**src/rtl/pixel_readout_controller.sv**
```systemverilog
// Frame readout sequencer: selects each pixel row, lets it settle, loads it into the bus
// buffer and then paces one shift/write strobe per output chunk against a valid/ready consumer.
module pixel_readout_controller #(
  parameter int unsigned HEIGHT                 = 2,
  parameter int unsigned WIDTH                  = 2,
  parameter int unsigned OUTPUT_BUS_PIXEL_WIDTH = 2,
  parameter int unsigned SETTLE_CYCLES          = 2
) (
  input  logic              CLK,
  input  logic              RESET,
  input  logic              START,
  input  logic              OUT_READY,
  output logic [HEIGHT-1:0] ROW_SELECT,
  output logic              READ_EN,
  output logic              WRITE_EN,
  output logic              OUT_VALID,
  output logic              ROW_LAST,
  output logic              FRAME_LAST,
  output logic              BUSY,
  output logic              DONE
);

  localparam int unsigned NumChunks = WIDTH / OUTPUT_BUS_PIXEL_WIDTH;
  // A zero settle time still spends one cycle in select.
  localparam int unsigned SettleLen = (SETTLE_CYCLES > 0) ? SETTLE_CYCLES : 1;
  localparam int unsigned RowW      = (HEIGHT > 1) ? $clog2(HEIGHT) : 1;
  localparam int unsigned ChunkW    = (NumChunks > 1) ? $clog2(NumChunks) : 1;
  localparam int unsigned SettleW   = (SettleLen > 1) ? $clog2(SettleLen) : 1;

  localparam logic [RowW-1:0]    LastRow    = RowW'(HEIGHT - 1);
  localparam logic [ChunkW-1:0]  LastChunk  = ChunkW'(NumChunks - 1);
  localparam logic [SettleW-1:0] LastSettle = SettleW'(SettleLen - 1);

  typedef enum logic [1:0] {StIdle, StSelect, StLoad, StShift} state_e;

  state_e              state_q, state_d;
  logic [RowW-1:0]     row_q, row_d;
  logic [ChunkW-1:0]   chunk_q, chunk_d;
  logic [SettleW-1:0]  settle_q, settle_d;
  logic                out_valid_q, out_valid_d;
  logic                row_last_q, row_last_d;
  logic                frame_last_q, frame_last_d;
  logic                done_q;
  logic                slot_free;
  logic                accept;

  assign slot_free = !out_valid_q || OUT_READY;
  assign accept    = out_valid_q && OUT_READY;

  always_comb begin
    state_d    = state_q;
    row_d      = row_q;
    chunk_d    = chunk_q;
    settle_d   = settle_q;
    ROW_SELECT = '0;
    READ_EN    = 1'b0;
    WRITE_EN   = 1'b0;
    unique case (state_q)
      StIdle: begin
        // A chunk still waiting for the consumer keeps the block busy and blocks a new frame.
        if (START && !out_valid_q) begin
          state_d  = StSelect;
          row_d    = '0;
          settle_d = '0;
        end
      end
      StSelect: begin
        ROW_SELECT = HEIGHT'(1) << row_q;
        if (settle_q == LastSettle) begin
          state_d = StLoad;
        end else begin
          settle_d = settle_q + 1'b1;
        end
      end
      StLoad: begin
        ROW_SELECT = HEIGHT'(1) << row_q;
        READ_EN    = 1'b1;
        chunk_d    = '0;
        state_d    = StShift;
      end
      StShift: begin
        if (slot_free) begin
          WRITE_EN = 1'b1;
          if (chunk_q == LastChunk) begin
            settle_d = '0;
            if (row_q == LastRow) begin
              state_d = StIdle;
            end else begin
              row_d   = row_q + 1'b1;
              state_d = StSelect;
            end
          end else begin
            chunk_d = chunk_q + 1'b1;
          end
        end
      end
      default: state_d = StIdle;
    endcase
  end

  always_comb begin
    out_valid_d  = out_valid_q;
    row_last_d   = row_last_q;
    frame_last_d = frame_last_q;
    if (WRITE_EN) begin
      out_valid_d  = 1'b1;
      row_last_d   = (chunk_q == LastChunk);
      frame_last_d = (chunk_q == LastChunk) && (row_q == LastRow);
    end else if (accept) begin
      out_valid_d = 1'b0;
    end
  end

  always_ff @(posedge CLK) begin
    if (RESET) begin
      state_q      <= StIdle;
      row_q        <= '0;
      chunk_q      <= '0;
      settle_q     <= '0;
      out_valid_q  <= 1'b0;
      row_last_q   <= 1'b0;
      frame_last_q <= 1'b0;
      done_q       <= 1'b0;
    end else begin
      state_q      <= state_d;
      row_q        <= row_d;
      chunk_q      <= chunk_d;
      settle_q     <= settle_d;
      out_valid_q  <= out_valid_d;
      row_last_q   <= row_last_d;
      frame_last_q <= frame_last_d;
      done_q       <= accept && frame_last_q;
    end
  end

  assign OUT_VALID  = out_valid_q;
  assign ROW_LAST   = row_last_q;
  assign FRAME_LAST = frame_last_q;
  assign DONE       = done_q;
  assign BUSY       = (state_q != StIdle) || out_valid_q;

endmodule

```
**config.mk**
```make
export PLATFORM = sky130hd
export DESIGN_NAME = pixel_readout_controller
export DESIGN_NICKNAME = d
export VERILOG_FILES = /design/src/rtl/pixel_readout_controller.sv
export SDC_FILE = /design/constraint.sdc
export NUM_CORES = 1
export LEC_CHECK = 0
export BUFFER_PORTS_ARGS = -buffer_cell sky130_fd_sc_hd__buf_4
export CORE_AREA = 8 8 45 47
export DETAILED_ROUTE_END_ITERATION = 12
export DIE_AREA = 0 0 53 55
export SLEW_MARGIN = 20
export SYNTH_ARGS = -nofsm -noshare
export SYNTH_HDL_FRONTEND = slang
export SYNTH_SLANG_ARGS = --single-unit
export TNS_END_PERCENT = 5
```
**constraint.sdc**
```tcl
create_clock -name CLK -period 1.7 [get_ports CLK]
set_input_delay 0.34 -clock CLK [delete_from_list [all_inputs] [get_ports CLK]]
set_output_delay 0.34 -clock CLK [all_outputs]
set_load 0.1 [all_outputs]
```
==> results of run 1 <==
per-stage QoR:
stage / TNS [ns] / area, um^2
global placement: 0 / 663.1
global route: -0.03707 / 748.2
CTS: -0.01357 / 724.4
floorplan: -0.5736 / 511.7
detailed placement: 0 / 663.1
finish: 0 / 748.2
state kept, by name (all words and copies together) (netlist names):
signal	flops
OUT_VALID	1
ROW_LAST	1
DONE	1
FRAME_LAST	1
state_q	2
row_q	1
settle_q	1
power by group:
part	internal, W	switching (W)
clock network	0.0000810	0.0000675
registers	0.000226	0.0000264
logic	0.000446	0.000679
total	0.000754	0.000772
metal layers:
layer  track usage  share of wire
met5             0              0
met4       0.02586              0
met3       0.04813          0.070
met2        0.1426           0.49
met1       0.08244           0.44
cell families (layout without fill, tap and decap cells):
group | after synthesis | after routing | synth area share
buffers and inverters | 6 | 26 | 0.04477
AND/OR/NAND/NOR | 19 | 19 | 0.2587
AO/OA/AOI/OAI | 10 | 10 | 0.1841
flip-flops | 8 | 8 | 0.3184
adder cells (fa/ha/maj) | 5 | 5 | 0.1244
multiplexers | 3 | 3 | 0.06964
timing repair:
action | in CTS | in global routing
hold buffers | 0 | 0
buffers inserted | 0 | 0
resized for setup | 10 | 5
setup endpoints to repair | 3 | 7
cell usage in the layout (no fill, tap or decap), drive strengths merged, types with 2 or more instances in the layout:
| cell type | Yosys | layout |
|---|---|---|
| ha | 5 | 5 |
| nor2 | 2 | 2 |
| nand2b | 7 | 7 |
| dfxtp | 8 | 8 |
| a21oi | 3 | 3 |
| buf | 0 | 18 |
| inv | 5 | 5 |
| mux2i | 2 | 2 |
| clkbuf | 1 | 3 |
| nor2b | 3 | 3 |
| a2111oi | 2 | 2 |
| and2 | 2 | 2 |
cell usage after synthesis (all sizes together):
| cell | n |
|---|---|
| a21oi | 3 |
| nand3 | 1 |
| dfxtp | 8 |
| and4b | 1 |
| nand3b | 1 |
| a21bo | 1 |
| nand2b | 7 |
| ha | 5 |
| and2 | 2 |
| o21a | 1 |
| a41oi | 1 |
| inv | 5 |
| mux2i | 2 |
| clkbuf | 1 |
| nor2b | 3 |
| nor2 | 2 |
| a211oi | 1 |
| and3b | 1 |
| a31oi | 1 |
| mux2 | 1 |
| nand2 | 1 |
| a2111oi | 2 |
area by class of cell:
| class | instances | share of cell area |
|---|---|---|
| inverters | 5 | 0.02508 |
| multi-input cells | 37 | 0.4649 |
| flip-flops and latches | 8 | 0.2174 |
| clock buffers | 3 | 0.03010 |
| repair buffers | 18 | 0.2358 |
| well taps | 16 | 0.02676 |
worst max path at each step:
stage	start	to	slack, ns
final	state_q[0]	WRITE_EN	0.03
after global placement	state_q[0]	state_q[0]	0.08
after floorplan	OUT_VALID	WRITE_EN	-0.15
after detailed placement	state_q[1]	state_q[0]	0.06
after CTS	state_q[0]	WRITE_EN	-0.01
after global routing	state_q[0]	WRITE_EN	-0.04
==> flow_metrics.env, run 1 <==
export IMPL_rsz0062_at_grt="true"
export IMPL_min_to="OUT_VALID"
export IMPL_first_iter_violations=1
export IMPL_timing_critical_path_buf_inv=3
export IMPL_path_cells="buf_4 -> ha_2 -> buf_6 -> and2_4 -> buf_12"
export IMPL_fillers=133
export IMPL_clk_pin_slew_ns=0.06
export IMPL_drv_slew=0
export IMPL_slowest_stage="dfxtp_1"
export IMPL_maxCapViolCount=0
export IMPL_layout_drive_gt1_share=0.4789
export IMPL_outcome="finished clean"
export IMPL_post_route_period_util=0.9846
export IMPL_dp_cells=84
export IMPL_whs_path_depth=2
export IMPL_pwr_density_cell_nw_per_um2=2040
export IMPL_vdd_drop_max_mv=1.556
export IMPL_hold_viol_final=0
export IMPL_multiInputGateArea_um2=347.8
export IMPL_cts_sinks=8
export IMPL_finalWorstSetupSlack_ns=0.02625
export IMPL_instances_no_fill=87
export IMPL_cts_tree="done"
export IMPL_drc_errors=0
export IMPL_wl_per_cell_um=12.91
export IMPL_cp_arrival_ns=1.33
export IMPL_synth_area_per_cell_um2=9.862
export IMPL_ys_seq_elements=8
export IMPL_r2r_cells=5
export IMPL_dp_hpwl_um=833.7
export IMPL_clk_latency_ns=0.25
export IMPL_place_ws_ns=0.06131
export IMPL_ys_seq_area_frac=0.3184
export IMPL_whs_ns=0.3216
export IMPL_cts_max_level=1
export IMPL_max_slew_margin=0.7020
export IMPL_dr_pass1_iters=5
export IMPL_setup_viol=0
export IMPL_pin_count=13
export IMPL_gp_congestion=0.7315
export IMPL_start_util=0.3635
export IMPL_die_w_um=53
export IMPL_synthesis_area_um2=503.0
export IMPL_yosysWarningCount=0
export IMPL_placementRows=14
export IMPL_min_path_type="primary input to flip-flop"
export IMPL_cp_depth=5
export IMPL_fp_dieArea_um2=2915
export IMPL_grt_overflow=0
export IMPL_diodes=0
export IMPL_die_h_um=55
export IMPL_min_period_ns=1.674
export IMPL_synth_top_cell_by_area="dfxtp_1"
export IMPL_routed_via_density=4.655
export IMPL_cp_max_fo=6
export IMPL_vias=405
export IMPL_grt_max_degree=12
export IMPL_yosysUniqueCellTypes=24
export IMPL_ff_latch_area_um2=162.7
export IMPL_syn_to_final_growth_pct=48.76
export IMPL_antenna_found_initial=0
export IMPL_cts_buffers=3
export IMPL_p_leak_nw=0.3289
export IMPL_power_w=0.001526
export IMPL_final_nets=82
export IMPL_critPathLaunchType="flip-flop"
export IMPL_gr_usage_all_layers=0.08265
export IMPL_crit_type="flip-flop to output port"
export IMPL_r2r_start="state_q[0]"
export IMPL_utilization=0.5407
export IMPL_yosysTopAreaCellShare=0.3184
export IMPL_fmax_mhz=597.5
export IMPL_finalClockSkew_ns=0.004733
export IMPL_ant_nets=0
export IMPL_critPathRequiredTime_ns=1.36
export IMPL_routed_wl_mm=1.123
export IMPL_min_from="RESET"
export IMPL_coreArea_um2=1384
export IMPL_port_buffers=12
export IMPL_grt_pass1_vias=422
export IMPL_synthTopCellsByArea="dfxtp_1 32%, ha_1 12%, nand2b_1 8.7%"
export IMPL_synthCells=51
export IMPL_critical_path_max_stage_delay_ns=0.34
export IMPL_ctsRootBufferMaster="clkbuf_4"
export IMPL_crit_family="buffers and inverters"
export IMPL_end_kind="output port"
export IMPL_grt_pass1_wl_mm=1.780
export IMPL_synth_nets=60
export IMPL_r2r_slack_ns=0.12
export IMPL_worstMarginPinSlew_ns=0.4459
export IMPL_cts_max_path_buffers=2
export IMPL_reg2reg_to="state_q[0]"
Power figures use the tool's default switching activity.
==> inputs of run 2 (changes only) <==
- CORE_AREA: 8 8 45 47 -> 2 2 39 41
- DIE_AREA: 0 0 53 55 -> 0 0 41 43
==> run 2 against run 1 <==
- sequential share of layout area down 0.51 points
- clock-buffer cell count unchanged
- routed wire length is 1.9% lower
- total power rose by 4.8%
- combinational power grew 6%
- critical path depth is the same
- flip-flop and latch count unchanged
- die area shrank 40%
- core utilization rose by 1.7 points
- clock power up 3%
- critical endpoint unchanged
- largest cell class unchanged
- largest power group unchanged
==> flow_metrics.env, run 2 (synthesis results as in run 1) <==
export IMPL_outcome="finished clean"
export IMPL_drc_errors=0
export IMPL_start_util=0.3635
export IMPL_critPathRequiredTime_ns=1.36
export IMPL_cts_max_path_buffers=2
export IMPL_whs_ns=0.3082
export IMPL_multiInputGateArea_um2=347.8
export IMPL_grt_pass1_wl_mm=1.697
export IMPL_clk_latency_ns=0.26
export IMPL_fp_dieArea_um2=1763
export IMPL_stdcell_area_um2=772.0
export IMPL_ff_latch_area_um2=163.9
export IMPL_drv_slew=0
export IMPL_antenna_found_initial=0
export IMPL_routed_via_density=4.611
export IMPL_cts_hold_buf=0
export IMPL_p_sw_frac=0.4965
export IMPL_final_common_cell="buf_4"
export IMPL_dpl_cell_area_um2=685.7
export IMPL_crit_type="flip-flop to output port"
export IMPL_port_buffers=12
export IMPL_grt_overflow=0
export IMPL_fillers=135
export IMPL_pwr_density_cell_nw_per_um2=2071
export IMPL_dr_pass1_iters=2
export IMPL_r2r_start="state_q[0]"
export IMPL_post_route_period_util=0.9724
export IMPL_cts_sinks=8
export IMPL_ant_nets=0
export IMPL_crit_start="state_q[0]"
export IMPL_min_period_ns=1.653
export IMPL_p_int_w=0.0008050
export IMPL_first_iter_violations=7
export IMPL_dp_hpwl_um=802.6
export IMPL_cts_max_level=1
export IMPL_p_switching_w=0.0007940
export IMPL_fmax_mhz=604.9
export IMPL_place_ws_ns=0.05657
export IMPL_clk_pin_slew_ns=0.06
export IMPL_grt_max_degree=12
export IMPL_maxCapViolCount=0
export IMPL_post_cts_setup_buffer_count=0
export IMPL_min_path_type="primary input to flip-flop"
export IMPL_grt_pass1_vias=406
export IMPL_seq_power_share=0.161
export IMPL_cp_max_fo=6
export IMPL_power_frac_comb=0.743
export IMPL_cp_arrival_ns=1.31
export IMPL_power_w=0.001599
export IMPL_finalWorstSetupSlack_ns=0.04688
export IMPL_die_h_um=43
export IMPL_largest_reg_flops=2
export IMPL_p_leak_nw=0.3436
export IMPL_placementRows=14
export IMPL_cts_buffers=3
export IMPL_routed_wl_mm=1.102
export IMPL_diodes=0
export IMPL_final_nets=85
export IMPL_clockPowerShare=0.096
export IMPL_die_w_um=41
export IMPL_finalClockSkew_ns=0.002210
export IMPL_pin_count=13
export IMPL_gr_usage_all_layers=0.1446
export IMPL_critPathLaunchType="flip-flop"
export IMPL_cts_tree="done"
export IMPL_min_from="RESET"
export IMPL_hold_viol_final=0
export IMPL_rsz0062_at_grt="false"
export IMPL_coreArea_um2=1384
export IMPL_ctsRootBufferMaster="clkbuf_4"
export IMPL_final_cell_mix="17 x buf_4, 7 x nand2b_1, 5 x dfxtp_1"
export IMPL_vdd_drop_max_mv=1.301
export IMPL_wl_per_cell_um=12.24
export IMPL_syn_to_final_growth_pct=53.48
export IMPL_end_kind="output port"
export IMPL_gp_congestion=0.7311
export IMPL_vias=415
export IMPL_max_slew_margin=0.7717
export IMPL_worstMarginPinSlew_ns=0.3416
export IMPL_layout_drive_gt1_share=0.5270
export IMPL_setup_viol=0
export IMPL_regMostFlops="state_q"
## run 2: cell count changes in the layout (fill, tap and decap cells not counted), sizes merged
| cell | before | now |
|---|---|---|
| buf | 18 | 21 |
## run 2: metrics by stage
| stage | TNS, ns | std cells | util |
|---|---|---|---|
| final | 0 | 90 | 0.5579 |
| after global routing | 0 | 90 | 0.5579 |
| after CTS | -0.03645 | 90 | 0.5434 |
| after detailed placement | 0 | 87 | 0.4955 |
| after global placement | 0 | 87 | 0.4955 |
| after floorplan | -0.5736 | 51 | - |
## run 2: final timing paths
kind                end  slack, ns  cells after the start
max            WRITE_EN       0.05                      5
min           OUT_VALID       0.31                      2
max reg2reg  state_q[0]       0.06                      6
min reg2reg    ROW_LAST       0.47                      2
## run 2: layout make-up
class                      count  share of cell area
clock buffer                   3             0.02917
timing repair buffer          21              0.2577
multi-input combinational     37              0.4506
tap                           16             0.02593
sequential                     8              0.2123
inverter                       5             0.02431
## run 2: worst max-delay path: stages, from the launching register on
cell and delay, ns:
dfxtp_2 0.32, buf_4 0.13, ha_2 0.18, buf_6 0.13, and2_4 0.14, buf_12 0.16
## run 2: metal layers
metal,global-route usage,vias to the layer above,share of wire
met5,0,-,0
met4,0.04000,0,0
met3,0.08377,0,0.060
met2,0.2031,13,0.47
met1,0.1833,182,0.47
li1,-,220,-
## run 2: repair_timing
| item | in CTS | in global routing |
|---|---|---|
| endpoints found under the setup margin | 3 | 3 |
| pin swaps | 0 | 0 |
| gates resized for setup | 9 | 8 |
## run 2: power by group through the flow
stage	clock network (W)	logic, W	registers (W)
3_3_place_gp	0	0.00105	0.000253
3_5_place_dp	0	0.00105	0.000256
5_1_grt	0.000172	0.00125	0.000263
2_1_floorplan	0	0.000718	0.000302
6_report	0.000153	0.00119	0.000258
4_1_cts	0.000162	0.00118	0.000252
==> inputs of run 3 (changes only) <==
- BUFFER_PORTS_ARGS: -buffer_cell sky130_fd_sc_hd__buf_4 -> not set
- CORE_AREA: 2 2 39 41 -> not set
- CORE_ASPECT_RATIO: not set -> 0.7
- CORE_UTILIZATION: not set -> 25
- DIE_AREA: 0 0 41 43 -> not set
- DONT_BUFFER_PORTS: not set -> 1
==> run 3 against run 2 <==
- register-to-register slack about the same
- critical endpoint unchanged
- via count shrank 2.2%
- critical path type unchanged
- first-iteration DRC count is 110% higher
==> flow_metrics.env, run 3 (synthesis results as in run 1) <==
export IMPL_cp_max_fo=6
export IMPL_stdcell_area_um2=748.2
export IMPL_hold_viol_final=0
export IMPL_grt_overflow=0
export IMPL_grt_pass1_wl_mm=1.656
export IMPL_whs_ns=0.1475
export IMPL_dpl_cell_area_um2=695.7
export IMPL_gp_congestion=0.8042
export IMPL_antenna_found_initial=0
export IMPL_regMostFlops="state_q"
export IMPL_finalClockSkew_ns=0.0002738
export IMPL_outcome="finished clean"
export IMPL_largest_reg_flops=2
export IMPL_routed_via_density=4.614
export IMPL_clk_pin_slew_ns=0.05
export IMPL_cts_tree="done"
export IMPL_reg2reg_to="state_q[0]"
export IMPL_placementRows=13
export IMPL_clk_latency_ns=0.25
export IMPL_final_nets=77
export IMPL_coreArea_um2=1871
export IMPL_wl_per_cell_um=13.26
export IMPL_instances_no_fill=88
export IMPL_dr_pass1_iters=4
export IMPL_critical_path_max_stage_delay_ns=0.32
export IMPL_ctsRootBufferMaster="clkbuf_4"
export IMPL_worstMarginPinSlew_ns=0.3996
export IMPL_pin_count=13
export IMPL_whs_path_depth=1
export IMPL_die_h_um=39.53
export IMPL_rsz0062_at_grt="true"
export IMPL_die_w_um=55.61
export IMPL_cts_buffers=3
export IMPL_critPathRequiredTime_ns=1.36
export IMPL_min_from="RESET"
export IMPL_r2r_start="state_q[0]"
export IMPL_cp_arrival_ns=1.34
export IMPL_max_slew_margin=0.7331
export IMPL_critPathLaunchType="flip-flop"
export IMPL_maxCapViolCount=0
export IMPL_min_path_type="primary input to flip-flop"
export IMPL_cts_max_path_buffers=2
export IMPL_first_iter_violations=15
export IMPL_post_cts_setup_buffer_count=0
export IMPL_start_util=0.2689
export IMPL_drc_errors=0
export IMPL_dp_cells=85
export IMPL_syn_to_final_growth_pct=48.76
export IMPL_timing_critical_path_buf_inv=3
export IMPL_r2r_cells=5
export IMPL_post_route_period_util=0.9884
export IMPL_p_leak_nw=0.3138
export IMPL_ant_nets=0
export IMPL_end_kind="output port"
export IMPL_drv_slew=0
export IMPL_layout_drive_gt1_share=0.4545
export IMPL_grt_max_degree=12
export IMPL_r2r_slack_ns=0.06
export IMPL_min_period_ns=1.680
export IMPL_grt_pass1_vias=360
export IMPL_final_cell_mix="7 x nand2b_1, 7 x buf_4, 6 x dfxtp_1"
export IMPL_cts_max_level=1
export IMPL_crit_type="flip-flop to output port"
export IMPL_setup_viol=0
export IMPL_cts_hold_buf=0
export IMPL_gr_usage_all_layers=0.1082
export IMPL_fp_dieArea_um2=2198
export IMPL_pwr_density_cell_nw_per_um2=2113
export IMPL_slowest_stage="dfxtp_2"
export IMPL_port_buffers=0
export IMPL_cts_sinks=8
export IMPL_vdd_drop_max_mv=1.532
export IMPL_vias=406
export IMPL_path_cells="buf_4 -> ha_2 -> buf_6 -> and2_4 -> buf_12"
export IMPL_fmax_mhz=595.1
export IMPL_min_to="OUT_VALID"
export IMPL_diodes=0
export IMPL_crit_family="buffers and inverters"
export IMPL_routed_wl_mm=1.167
export IMPL_dp_hpwl_um=813.9
==> run 3: worst max-delay path by stage <==
stage	from	slack, ns	end	depth (start not counted)
final	state_q[0]	0.02	WRITE_EN	5
after global routing	state_q[1]	-0.03	WRITE_EN	5
after CTS	state_q[1]	0.003	ROW_SELECT[1]	4
after detailed placement	state_q[0]	-0.007	settle_q	5
after global placement	state_q[0]	0.06	state_q[0]	5
after floorplan	OUT_VALID	-0.15	WRITE_EN	2
==> run 3: final cells by class <==
cell class / instances / area (um^2)
fill: 182 / 1122
multi-input combinational: 37 / 352.8
timing repair buffer: 13 / 163.9
sequential: 8 / 162.7
tap: 22 / 27.53
clock buffer: 3 / 22.52
inverter: 5 / 18.77
==> run 3: timing repair <==
action	in CTS	in global routing
endpoints found under the setup margin	2	3
pin swaps	0	0
resized for setup	5	3
endpoints found under the hold margin	0	0
==> run 3: layer usage <==
metal / share of wire / up-vias / GRT usage
met1: 0.41 / 186 / 0.1156
met4: 0.0043 / 0 / 0.03750
met2: 0.54 / 8 / 0.1898
met3: 0.039 / 4 / 0.05611
li1: - / 208 / -
met5: 0 / - / 0
==> run 3: where the power goes <==
group | internal [W] | switching (W) | total (W)
clock | 0.0000810 | 0.0000675 | 0.000148
combinational | 0.000486 | 0.000695 | 0.00118
sequential | 0.000226 | 0.0000252 | 0.000251
total | 0.000793 | 0.000787 | 0.00158
==> run 3: per-stage QoR <==
step | TNS [ns] | utilization | worst slack, ns | power, W
after floorplan | -0.5736 | - | -0.1460 | 0.001020
after global placement | 0 | 0.3719 | 0.05684 | 0.001349
after detailed placement | -0.007060 | 0.3719 | -0.007060 | 0.001365
after CTS | 0 | 0.3913 | 0.003170 | 0.001546
after global routing | -0.02864 | 0.4000 | -0.02864 | 0.001653
final | 0 | 0.4000 | 0.01973 | 0.001581
==> run 3: worst register-to-register path: cells and delay by family, from the launching register on <==
family	cells	cell delay [ns]
AO/OA/AOI/OAI	1	0.35
AND/OR/NAND/NOR	1	0.19
flip-flops	1	0.32
buffers and inverters	1	0.14
multiplexers	1	0.33
adder cells (fa/ha/maj)	1	0.20
